**src/rtl/secure_voting_machine_core.sv**
```systemverilog
// Three-candidate ballot controller: password unlock, one vote per 4-bit voter ID,
// saturating per-candidate counters and a registered winner once the poll closes.
module secure_voting_machine_core #(
  parameter logic [3:0] PASSWORD  = 4'b1010,
  parameter int         COUNT_W   = 8,
  parameter int         MAX_FAILS = 3
) (
  input  logic               clk,
  input  logic               reset,
  input  logic [3:0]         admin_password,
  input  logic               enable_admin,
  input  logic               result_mode,
  input  logic [3:0]         voter_id,
  input  logic               vote_a,
  input  logic               vote_b,
  input  logic               vote_c,
  output logic [COUNT_W-1:0] count_a,
  output logic [COUNT_W-1:0] count_b,
  output logic [COUNT_W-1:0] count_c,
  output logic [1:0]         winner,
  output logic               voting_enabled,
  output logic               busy
);

  localparam int FAIL_W = $clog2(MAX_FAILS + 1);
  localparam logic [COUNT_W-1:0] CNT_MAX = '1;
  localparam logic [COUNT_W-1:0] CNT_ONE = 1;

  typedef enum logic [2:0] {
    S_LOCKED, S_READY, S_RECORD, S_RESULT, S_LOCKOUT
  } state_t;

  state_t             state_q, state_d;
  logic [FAIL_W-1:0]  fail_cnt_q, fail_cnt_d;
  logic [15:0]        voted_q, voted_d;
  logic [2:0]         vote_q;
  logic [COUNT_W-1:0] count_a_q, count_a_d, count_b_q, count_b_d, count_c_q, count_c_d;
  logic [1:0]         winner_q, winner_d;
  logic               voting_enabled_q, voting_enabled_d;
  logic               busy_q, busy_d;
  logic [2:0]         vote_edge;
  logic               single_edge;

  assign vote_edge   = {vote_a, vote_b, vote_c} & ~vote_q;
  assign single_edge = (vote_edge == 3'b100) || (vote_edge == 3'b010) || (vote_edge == 3'b001);

  always_ff @(posedge clk or negedge reset) begin
    if (!reset) begin
      state_q          <= S_LOCKED;
      fail_cnt_q       <= '0;
      voted_q          <= '0;
      vote_q           <= '0;
      count_a_q        <= '0;
      count_b_q        <= '0;
      count_c_q        <= '0;
      winner_q         <= 2'b00;
      voting_enabled_q <= 1'b0;
      busy_q           <= 1'b0;
    end else begin
      state_q          <= state_d;
      fail_cnt_q       <= fail_cnt_d;
      voted_q          <= voted_d;
      vote_q           <= {vote_a, vote_b, vote_c};
      count_a_q        <= count_a_d;
      count_b_q        <= count_b_d;
      count_c_q        <= count_c_d;
      winner_q         <= winner_d;
      voting_enabled_q <= voting_enabled_d;
      busy_q           <= busy_d;
    end
  end

  always_comb begin
    state_d    = state_q;
    fail_cnt_d = fail_cnt_q;
    voted_d    = voted_q;
    count_a_d  = count_a_q;
    count_b_d  = count_b_q;
    count_c_d  = count_c_q;
    case (state_q)
      S_LOCKED: begin
        if (result_mode) begin
          state_d = S_RESULT;
        end else if (enable_admin) begin
          if (admin_password == PASSWORD) begin
            state_d = S_READY;
          end else begin
            fail_cnt_d = fail_cnt_q + FAIL_W'(1);
            if (fail_cnt_d == FAIL_W'(MAX_FAILS)) state_d = S_LOCKOUT;
          end
        end
      end
      S_READY: begin
        if (result_mode) begin
          state_d = S_RESULT;
        end else if (single_edge && !voted_q[voter_id]) begin
          // A vote at saturation is still consumed: the voter is marked either way.
          voted_d[voter_id] = 1'b1;
          state_d           = S_RECORD;
          if (vote_edge[2] && count_a_q != CNT_MAX) count_a_d = count_a_q + CNT_ONE;
          if (vote_edge[1] && count_b_q != CNT_MAX) count_b_d = count_b_q + CNT_ONE;
          if (vote_edge[0] && count_c_q != CNT_MAX) count_c_d = count_c_q + CNT_ONE;
        end
      end
      S_RECORD:  state_d = result_mode ? S_RESULT : S_READY;
      S_LOCKOUT: if (result_mode) state_d = S_RESULT;
      S_RESULT:  state_d = S_RESULT;
      default:   state_d = S_LOCKED;
    endcase
  end

  // Outputs are registered from the next state, so they appear one clock after the cause.
  always_comb begin
    voting_enabled_d = (state_d == S_READY) || (state_d == S_RECORD);
    busy_d           = (state_d == S_RECORD);
    winner_d         = 2'b00;
    if (state_d == S_RESULT) begin
      if (count_a_q > count_b_q && count_a_q > count_c_q)      winner_d = 2'b01;
      else if (count_b_q > count_a_q && count_b_q > count_c_q) winner_d = 2'b10;
      else if (count_c_q > count_a_q && count_c_q > count_b_q) winner_d = 2'b11;
    end
  end

  assign count_a        = count_a_q;
  assign count_b        = count_b_q;
  assign count_c        = count_c_q;
  assign winner         = winner_q;
  assign voting_enabled = voting_enabled_q;
  assign busy           = busy_q;

endmodule

```
**config.mk**
```make
export PLATFORM = sky130hd
export DESIGN_NAME = secure_voting_machine_core
export DESIGN_NICKNAME = d
export VERILOG_FILES = /design/src/rtl/secure_voting_machine_core.sv
export SDC_FILE = /design/constraint.sdc
export NUM_CORES = 1
export LEC_CHECK = 0
export ABC_AREA = 0
export BUFFER_PORTS_ARGS = -buffer_cell sky130_fd_sc_hd__buf_2
export CELL_PAD_IN_SITES_DETAIL_PLACEMENT = 2
export CELL_PAD_IN_SITES_GLOBAL_PLACEMENT = 2
export CORE_MARGIN = 5
export CORE_UTILIZATION = 29
export CTS_BUF_LIST = sky130_fd_sc_hd__clkbuf_8
export DETAILED_ROUTE_END_ITERATION = 16
export GPL_TIMING_DRIVEN = 0
export PLACE_DENSITY_LB_ADDON = 0.1
export SYNTH_ARGS = -nofsm -noshare
export SYNTH_HDL_FRONTEND = slang
export SYNTH_SLANG_ARGS = --single-unit
```
**constraint.sdc**
```tcl
create_clock -name clk -period 1.9 [get_ports clk]
set_input_delay 0.095 -clock clk [delete_from_list [all_inputs] [get_ports clk]]
set_output_delay 0.095 -clock clk [all_outputs]
set_load 0.02 [all_outputs]
```
# Word level (Yosys, flattened, before mapping)
# Index checks and enable logic that the tools add are counted.
# op_classes
muxes	17
eq_ne	15
n_bitwise	5
order_cmp	8
n_reduce_logical	18
addsub	4
# op_table
operator	count
> comparator 8 bit	6
adder 8 x 1 -> 8 bit (second input constant)	3
inequality test 8 bit (second input constant)	3
two-way mux 3 bit	7
bitwise OR 16 bit	1
AND reduction 4 bit	4
equality test 3 x 2 -> 1 bit (second input constant)	5
case mux 3 bit (5 select lines)	1
two-way mux 2 bit	5
equality test 3 x 1 -> 1 bit (second input constant)	3
logical AND 1 bit	8
equality test 3 bit (second input constant)	2
less-than comparator 4 x 5 -> 1 bit (second input constant)	1
binary-select mux 1 bit (select 4 bit)	1
demux 1 bit (select 4 bit)	1
equality test 4 bit (second input constant)	1
greater-or-equal comparator 4 x 1 -> 1 bit (second input constant)	1
bitwise AND 3 bit	1
logical NOT 3 bit	1
logical OR 1 bit	3
NOT 3 bit	1
AND reduction 3 bit	1
adder 2 x 1 -> 2 bit (second input constant)	1
equality test 2 bit (second input constant)	1
other kinds (3)	5
# word_totals
inputBits	15
regBits	52

# Longest topological paths before layout
# Gate-level depths: netlist of the first run.
# depth
word_depth	11
ltp_mapped	7

# Worst setup path before layout of the first run
# Ideal clock, no wire load.
# synth_timing
path_type	register to register
from	register voted_q[5]
to	register count_b_q[1] (netlist: count_b[1])
synth_period_minus_slack_ns	1.939
arrival_ns	1.814
setup_slack_ns	-0.039
setup_time_ns	0.125
stages_incl_launch_ff	6
t_required_ns	1.775
cell_sequence	dfrtp_1 mux4_1 a22oi_4 nand4_4 nor2_1 mux2_2
# synth_via
elab_chain_cells	5
# synth_rtl
element	line_no	rtl
from (decl)	35	logic [15:0] voted_q, voted_d;
from (signal assigned)	62	voted_q <= voted_d;
binary-select mux 1 bit (select 4 bit)	96	end else if (single_edge && !voted_q[voter_id]) begin
two-way mux 1 bit (not written as such)	96	
logical NOT 1 bit	96	
logical AND 1 bit	96	
AND reduction 4 bit (no source line)	-	
to (signal assigned)	65	count_b_q <= count_b_d;
to (decl)	37	logic [COUNT_W-1:0] count_a_q, count_a_d, count_b_q, count_b_d, count_c_q, count_c_d;
# Every way passes these cells. The select of a mux whose other input is x is not followed.
# A chain may end at the register's enable or synchronous reset.

# Final worst setup path of the first run
# layout_timing
from	register voted_q[5]
to	register count_c_q[2] (netlist: count_c[2])
# layout_via
elab_chain_cells	5
# layout_rtl
element	line_no	rtl
binary-select mux 1 bit (select 4 bit)	96	
two-way mux 1 bit (not written as such)	96	
logical NOT 1 bit	96	
logical AND 1 bit	96	
AND reduction 4 bit (no source line)	-	
to (signal assigned)	66	count_c_q <= count_c_d;
to (decl)	37	
# Every way passes these cells. The select of a mux whose other input is x is not followed.

==> results of run 1 <==
## per-stage QoR
stage	utilization, %	std cells	setup slack, ps
after floorplan	-	275	-38.9
after global placement	33.3	453	-398
after detailed placement	33.3	453	-424
after CTS	40.7	488	-133
after global routing	41.8	492	-262
final	41.8	492	-150
## cell families after synthesis
family          share of synthesized area (%)
buf+inv                                  3.76
fa+ha+maj                                11.6
flops                                    42.9
mux                                      4.21
simple gates                             18.3
compound gates                           12.6
xor+xnor                                 6.64
## placed cells by master (no fill, tap or decap), types with 3 or more instances in the layout
master / count
inv_1: 18
nor2b_1: 9
nor4_4: 5
buf_4: 15
a21oi_2: 3
a31o_2: 3
xnor2_1: 14
xor2_1: 7
a21o_1: 4
nor2_4: 4
ha_1: 27
buf_2: 42
nand4_1: 9
buf_6: 11
nand2b_1: 4
mux4_2: 4
a21oi_1: 8
nor3_1: 3
mux2_4: 3
buf_12: 4
a41o_1: 3
nor3_4: 8
dlygate4sd3_1: 4
o211ai_1: 3
dfrtp_2: 6
nand3_1: 10
dfrtp_1: 46
nor2_1: 11
a31o_4: 9
clkbuf_8: 5
inv_2: 4
nand2_1: 11
## repair_timing
item	CTS	global route
buffers inserted	23	3
hold endpoints to repair	3	13
pin swaps	34	14
cloned	2	0
setup endpoints to repair	42	43
hold buffers	3	1
gates resized for setup	70	19
## critical path: stages, from the launching register on
cell and delay (ps):
dfrtp_1 420, mux4_2 500, a22oi_4 270, nand3_4 230
buf_4 210, nor3_2 170, xor2_1 170
## per-layer routing
metal | part of all wire [%] | routed length, um
met5 | 0 | 0
met4 | 0.79 | 72
met3 | 2.2 | 202
met2 | 49 | 4480
met1 | 48 | 4380
## report_power, final
| group | leakage [nW] | switching, mW | internal [mW] |
|---|---|---|---|
| combinational | 1.46 | 0.137 | 0.0867 |
| sequential | 0.624 | 0.0119 | 1.12 |
| clock | 0.0642 | 0.398 | 0.519 |
| total | 2.15 | 0.546 | 1.73 |
## layout make-up
type	instances	area (um^2)
plain buffers	4	46.3
clock buffers	5	68.8
clock inverters	2	60.1
fillers	1077	5980
inverters	22	82.6
multi-input cells	197	2010
flip-flops and latches	52	1310
well taps	136	170
repair buffers	74	552
## path summary, 6_finish.rpt
path | start | to | slack (ps) | cells past startpoint
max in group asynchronous | reset | count_c[2] | 1120 | 3
worst max register to register | voted_q[5] | count_c[2] | -150 | 6
worst max-delay path | voted_q[5] | count_c[2] | -150 | 6
min in group asynchronous | reset | count_b[1] | 220 | 2
worst min register to register | voted_q[14] | voted_q[14] | 470 | 1
worst min-delay path | enable_admin | voting_enabled | 60 | 3
## registers in the layout (all words and copies together) (netlist names)
signal          flops
voted_q            16
count_a             8
count_b             8
count_c             8
state_q             3
vote_q              3
fail_cnt_q          2
winner              2
busy                1
voting_enabled      1
==> results.py, run 1 <==
metrics = {
    "outcome": {
        "status": "complete, but fails checks",
        "violations": "setup timing",
    },
    "timing": {
        "worst_slack_ps": -150,
        "clock_skew_ps": 7.69,
        "final_max_slew_viol_count": 0,
        "final-setup-viol-count": 39,
        "fin_setup_tns_ps": -3610,
        "period_share_pct": 108,
        "slew_headroom_pct": 57.5,
        "rsz0062_at_grt": "true",
        "fmax_mhz": 488,
        "worst_slew_pin_slew_ps": 637,
        "hold_viol": 0,
        "hold_slack_ps": 60.6,
        "fin_crit_ps": 2050,
    },
    "setup_path": {
        "critPathKind": "register to register",
        "worstPathRequired_ps": 2130,
        "critPathCaptureType": "register",
        "crit_path_max_fanout": 8,
        "start_kind": "register",
        "cp.arrival_ps": 2280,
    },
    "synth": {
        "ys_top_cells_by_count": "dfrtp_1 (52), ha_1 (28), inv_1 (22)",
        "synth_top_area_cell": "dfrtp_1",
        "async_reset_ff_share_pct": 100,
        "ys_types": 47,
        "synth_top_area_share_pct": 42.9,
        "synthCells": 275,
        "synthTopCellsByArea": "dfrtp_1 (43%), ha_1 (12%), xnor2_1 (4.6%)",
        "yosysMostFrequentCell": "dfrtp_1",
        "yosysWarnings": 0,
        "postSynthNetCount": 318,
        "ys.flop_type": "dfrtp_1",
        "ys_ff_latch": 52,
        "syn_area_mm2": 0.00303,
        "ys_seq_area_share_pct": 42.9,
        "synth.avg_cell_area_um2": 11.0,
        "synth_edf_count": 0,
    },
    "pwr": {
        "vdd_drop_max_uv": 286,
        "finalPower_mw": 2.27,
        "power_density_mw_per_mm2": 529,
        "p_leak_nw": 2.15,
    },
    "clock_network": {
        "cts-root-buf": "clkbuf_8",
        "cts_buffers": 5,
        "h-tree-depth": 2,
        "cts_num_sinks": 52,
        "cts_tree": "done",
        "clkTransAtPathRegs_ps": 100,
        "ctsLongestPathBuffers": 2,
        "clk-insertion-delay-late_ps": 310,
    },
    "layout": {
        "area_growth_pct": 41.6,
        "drive_above_1_share_pct": 42.7,
        "num_antenna_cells": 0,
        "nets": 399,
        "stdcell_area_mm2": 0.00429,
    },
    "drt": {
        "wl_um": 9140,
        "drt_pass1_iterations": 3,
        "wl_per_cell_um": 18.6,
        "drt_iter0_drc": 44,
        "routed_via_density": 5.01,
        "ant_nets": 0,
        "drc": 0,
        "vias": 2465,
    },
    "die": {
        "die_h_um": 112,
        "core_mm2": 0.0103,
        "start_util_pct": 29.5,
        "dieArea_mm2": 0.0126,
        "io-pin-count": 43,
        "die_w_um": 112,
        "num_rows": 37,
    },
    "placed_design": {
        "gp_congestion": 0.753,
        "postPlaceCellArea_mm2": 0.00342,
        "io_buffers": 42,
        "dpl.hpwl_um": 6320,
    },
    "global_route": {
        "grt_pass1_wl_um": 15200,
        "use_met3_pct": 2.21,
        "grtUsageMet2_pct": 24.6,
        "grt_util_met1_pct": 20.4,
        "grt_max_degree": 53,
        "grt.overflow.total": 0,
        "grt.total_usage_pct": 14.8,
        "grt_antenna_before_repair": 0,
        "grt_pass1_vias": 2800,
        "top_usage_layer": "met2",
    },
    "min_path": {
        "worstHoldPathType": "primary input to register",
    },
    "flow_run": {
        "max-cap-violations": 0,
    },
}
(Power assumes the default switching activity.)
==> run 2: changes to the inputs <==
--- a/config.mk
+++ b/config.mk
@@ -10,7 +10,7 @@
 export CELL_PAD_IN_SITES_DETAIL_PLACEMENT = 2
 export CELL_PAD_IN_SITES_GLOBAL_PLACEMENT = 2
 export CORE_MARGIN = 5
-export CORE_UTILIZATION = 29
+export CORE_UTILIZATION = 39
 export CTS_BUF_LIST = sky130_fd_sc_hd__clkbuf_8
 export DETAILED_ROUTE_END_ITERATION = 16
 export GPL_TIMING_DRIVEN = 0
==> constraint.sdc (replaced) <==
create_clock -name clk -period 2.3 [get_ports clk]
set_input_delay 0.115 -clock clk [delete_from_list [all_inputs] [get_ports clk]]
set_output_delay 0.115 -clock clk [all_outputs]
set_load 0.02 [all_outputs]
==> results.py, run 2 (synthesis results as in run 1) <==
metrics = {
    "clock_network": {
        "cts_buffers": 5,
        "cts-root-buf": "clkbuf_8",
        "clk-insertion-delay-late_ps": 310,
        "clkTransAtPathRegs_ps": 100,
        "cts_tree": "done",
        "h-tree-depth": 2,
        "ctsLongestPathBuffers": 2,
        "cts_num_sinks": 52,
    },
    "setup_path": {
        "rr_endpoint": "voted_q[9]",
        "critPathKind": "register to register",
        "worstPathRequired_ps": 2550,
        "critPathCaptureType": "register",
        "r2r-start": "voted_q[5]",
        "reg2reg_slack_ps": 90,
        "start_kind": "register",
        "crit_path_max_fanout": 10,
        "cp.arrival_ps": 2460,
        "r2r_cells": 6,
    },
    "drt": {
        "vias": 2364,
        "wl_um": 8450,
        "drt_iter0_drc": 37,
        "drc": 0,
        "routed_via_density": 5.50,
        "wl_per_cell_um": 19.6,
        "drt_pass1_iterations": 4,
        "ant_nets": 0,
    },
    "timing": {
        "hold_viol": 0,
        "final_max_slew_viol_count": 0,
        "fin_crit_ps": 2210,
        "hold_slack_ps": 31.3,
        "rsz0062_at_grt": "false",
        "worst_slew_pin_slew_ps": 1220,
        "slew_headroom_pct": 18.8,
        "clock_skew_ps": 8.05,
        "period_share_pct": 96.0,
        "fmax_mhz": 453,
        "final-setup-viol-count": 0,
    },
    "global_route": {
        "grt_max_degree": 53,
        "grtUsageMet2_pct": 31.7,
        "grt.total_usage_pct": 18.1,
        "grt_pass1_vias": 2622,
        "grt.overflow.total": 0,
        "grt_pass1_wl_um": 14000,
        "grt_antenna_before_repair": 0,
        "top_usage_layer": "met2",
        "grt_util_met1_pct": 24.0,
        "use_met3_pct": 2.64,
    },
    "die": {
        "core_mm2": 0.00765,
        "start_util_pct": 39.6,
        "num_rows": 32,
        "die_h_um": 98.2,
        "dieArea_mm2": 0.00964,
        "io-pin-count": 43,
        "die_w_um": 98.2,
    },
    "placed_design": {
        "dpl.hpwl_um": 6440,
        "placed_cells": 419,
        "io_buffers": 42,
        "gp_congestion": 0.747,
    },
    "layout": {
        "layout_commonest_cell": "dfrtp_1",
        "layout_common_cells": "dfrtp_1 (51), buf_2 (42), ha_1 (28)",
        "drive_above_1_share_pct": 25.6,
        "top_register": "voted_q",
        "fin_cells": 430,
        "num_antenna_cells": 0,
        "area_growth_pct": 16.5,
        "nets": 370,
        "largest_register_ffs": 16,
    },
    "min_path": {
        "worstHoldPathType": "primary input to async pin",
    },
    "pwr": {
        "power_density_mw_per_mm2": 490,
        "vdd_drop_max_uv": 280,
        "finalPower_mw": 1.73,
        "p_leak_nw": 1.79,
    },
    "outcome": {
        "status": "finished clean",
    },
    "flow_run": {
        "max-cap-violations": 0,
    },
}
==> run 2: cell types whose count changed in the layout (fill, tap and decap cells not counted), sizes merged <==
cell,before,now
inv,22,24
clkbuf,6,7
bufinv,2,1
dlygate4sd3,4,3
buf,73,44
==> run 2: worst max path at each step <==
| stage | to | start |
|---|---|---|
| CTS | winner[0] | count_b[2] |
| finish | voted_q[9] | voted_q[5] |
| detailed placement | winner[0] | count_b[2] |
| global placement | winner[1] | count_b[2] |
| floorplan | count_b[1] | voted_q[5] |
| global route | voted_q[9] | voted_q[9] |
==> run 2: cell type report <==
cell class / instances / area [um^2]
flip-flops and latches: 52 / 1300
fillers: 815 / 4120
inverters: 22 / 82.6
clock inverters: 3 / 42.5
multi-input cells: 197 / 1630
repair buffers: 45 / 240
well taps: 102 / 128
plain buffers: 4 / 33.8
clock buffers: 5 / 68.8
==> run 2: critical path, cell delays in order, from the launching register on <==
cell      delay (ps)
dfrtp_1          400
mux4_1           560
a22oi_4          280
nand3_4          190
nor2_4           260
clkbuf_4         280
a31o_2           180
==> run 2: power by group <==
| part | switching [mW] | total, mW | internal, mW |
|---|---|---|---|
| clock | 0.325 | 0.650 | 0.325 |
| combinational | 0.0938 | 0.145 | 0.0508 |
| sequential | 0.00977 | 0.936 | 0.926 |
| total | 0.428 | 1.73 | 1.30 |
==> run 2: repair_timing <==
item | in CTS | in global routing
endpoints found under the setup margin | 2 | 9
hold endpoints to repair | 3 | 0
hold buffers | 3 | 0
buffers inserted | 0 | 0
resized for setup | 3 | 4
==> run 2: routing by layer <==
metal,part of all wire [%],vias to the layer above
met2,50,39
li1,-,1118
met4,1.0,0
met1,46,1199
met5,0,-
met3,2.8,8
==> run 2: metrics by stage <==
| stage | cell area [um^2] | util, % | setup TNS (ps) | setup slack [ps] |
|---|---|---|---|---|
| final | 3530 | 46.2 | 0 | 91.9 |
| after global routing | 3530 | 46.2 | 0 | 25.5 |
| after detailed placement | 3370 | 44.1 | -13.4 | -13.4 |
| after global placement | 3370 | 44.1 | 0 | 40.4 |
| after CTS | 3520 | 46.0 | 0 | 30.0 |
| after floorplan | 3030 | - | 0 | 361 |
==> run 3: changes to the inputs <==
--- a/config.mk
+++ b/config.mk
@@ -14,7 +14,9 @@
 export CTS_BUF_LIST = sky130_fd_sc_hd__clkbuf_8
 export DETAILED_ROUTE_END_ITERATION = 16
 export GPL_TIMING_DRIVEN = 0
+export MAX_ROUTING_LAYER = met4
 export PLACE_DENSITY_LB_ADDON = 0.1
+export SETUP_SLACK_MARGIN = 0.1
 export SYNTH_ARGS = -nofsm -noshare
 export SYNTH_HDL_FRONTEND = slang
 export SYNTH_SLANG_ARGS = --single-unit
==> results.py, run 3 (synthesis results as in run 1) <==
metrics = {
    "timing": {
        "clock_skew_ps": 9.92,
        "period_share_pct": 93.5,
        "final_max_slew_viol_count": 0,
        "worst_slack_ps": 150,
        "hold_slack_ps": 70.4,
        "slew_headroom_pct": 51.7,
        "final-setup-viol-count": 0,
        "fmax_mhz": 465,
        "fin_crit_ps": 2150,
        "hold_viol": 0,
        "rsz0062_at_grt": "true",
        "worst_slew_pin_slew_ps": 721,
    },
    "layout": {
        "drive_above_1_share_pct": 27.2,
        "largest_register_ffs": 16,
        "num_antenna_cells": 0,
        "area_growth_pct": 18.6,
        "nets": 373,
        "fin_util_pct": 47.0,
        "stdcell_area_mm2": 0.00359,
        "layout_commonest_cell": "dfrtp_1",
        "layout_common_cells": "dfrtp_1 (51), buf_2 (42), ha_1 (28)",
        "top_register": "voted_q",
    },
    "die": {
        "dieArea_mm2": 0.00964,
        "start_util_pct": 39.6,
        "core_mm2": 0.00765,
        "die_w_um": 98.2,
        "die_h_um": 98.2,
        "num_rows": 32,
        "io-pin-count": 43,
    },
    "clock_network": {
        "h-tree-depth": 2,
        "cts-root-buf": "clkbuf_8",
        "cts_tree": "done",
        "clk-insertion-delay-late_ps": 310,
        "cts_buffers": 5,
        "ctsLongestPathBuffers": 2,
        "clkTransAtPathRegs_ps": 100,
        "cts_num_sinks": 52,
    },
    "global_route": {
        "grt_max_degree": 53,
        "grt.total_usage_pct": 18.6,
        "grt.overflow.total": 0,
        "grt_pass1_wl_um": 14000,
        "grt_pass1_vias": 2621,
        "grt_antenna_before_repair": 0,
    },
    "placed_design": {
        "pre_cts_ws_ps": -13.4,
        "postPlaceCellArea_mm2": 0.00337,
        "gp_congestion": 0.756,
        "dpl.hpwl_um": 6440,
        "io_buffers": 42,
    },
    "setup_path": {
        "r2r-start": "voted_q[5]",
        "start_kind": "register",
        "cp.arrival_ps": 2350,
        "cp-startpoint": "voted_q[5]",
        "crit_path_max_fanout": 5,
        "critPathKind": "register to register",
        "critPathCaptureType": "register",
        "r2r_cells": 5,
        "worstPathRequired_ps": 2510,
    },
    "min_path": {
        "holdCritStartpoint": "result_mode",
        "holdPathStages": 2,
        "worstHoldPathType": "primary input to register",
    },
    "drt": {
        "routed_via_density": 5.50,
        "drt_iter0_drc": 22,
        "wl_um": 8590,
        "drt_pass1_iterations": 4,
        "ant_nets": 0,
        "drc": 0,
        "vias": 2383,
        "wl_per_cell_um": 19.8,
    },
    "outcome": {
        "status": "finished clean",
    },
    "pwr": {
        "vdd_drop_max_uv": 327,
        "p_leak_nw": 1.81,
        "power_density_mw_per_mm2": 483,
    },
    "flow_run": {
        "max-cap-violations": 0,
    },
}
-- run 3: cell type report --
class | instances | area [um^2]
flip-flops and latches | 52 | 1300
multi-input cells | 197 | 1660
repair buffers | 48 | 278
well taps | 102 | 128
inverters | 22 | 82.6
plain buffers | 4 | 33.8
clock buffers | 5 | 68.8
clock inverters | 3 | 42.5
fillers | 803 | 4050
-- run 3: final timing paths --
path,to,slack [ps]
max in group asynchronous,count_b[0],1520
min in group asynchronous,count_a[0],230
worst max register to register,count_b[1],150
worst max-delay path,count_b[1],150
worst min-delay path,state_q[2],70
worst min register to register,voted_q[14],470
-- run 3: repair_timing --
item,CTS,global route
endpoints found under the hold margin,3,13
hold buffers,3,1
buffers inserted,0,1
setup endpoints to repair,12,18
resized for setup,6,5
pin swaps,0,1
-- run 3: per-stage QoR --
stage          setup TNS [ps]  instances  power (mW)
5_1_grt                     0        433        1.81
2_1_floorplan               0        275        1.03
3_3_place_gp                0        419        1.09
3_5_place_dp            -13.4        419        1.10
4_1_cts                     0        430        1.76
6_report                    0        433        1.73
-- run 3: worst max-delay path: stages, from the launching register on --
cell and delay (ps):
dfrtp_1 400, mux4_1 570, a22oi_4 290, nand4_4 180, nor2_1 250, mux2_2 360
-- run 3: layer usage --
layer	GRT usage, %	share of wire [%]	vias up
met1	24.5	46	1218
met3	2.29	2.4	5
met4	3.15	0.69	0
met5	-	0	-
li1	-	-	1127
met2	31.4	51	33
-- run 3: report_power, final --
group / internal [mW] / leakage (nW) / switching, mW
clock: 0.325 / 0.0599 / 0.323
sequential: 0.926 / 0.631 / 0.0101
combinational: 0.0554 / 1.12 / 0.0953
total: 1.31 / 1.81 / 0.428
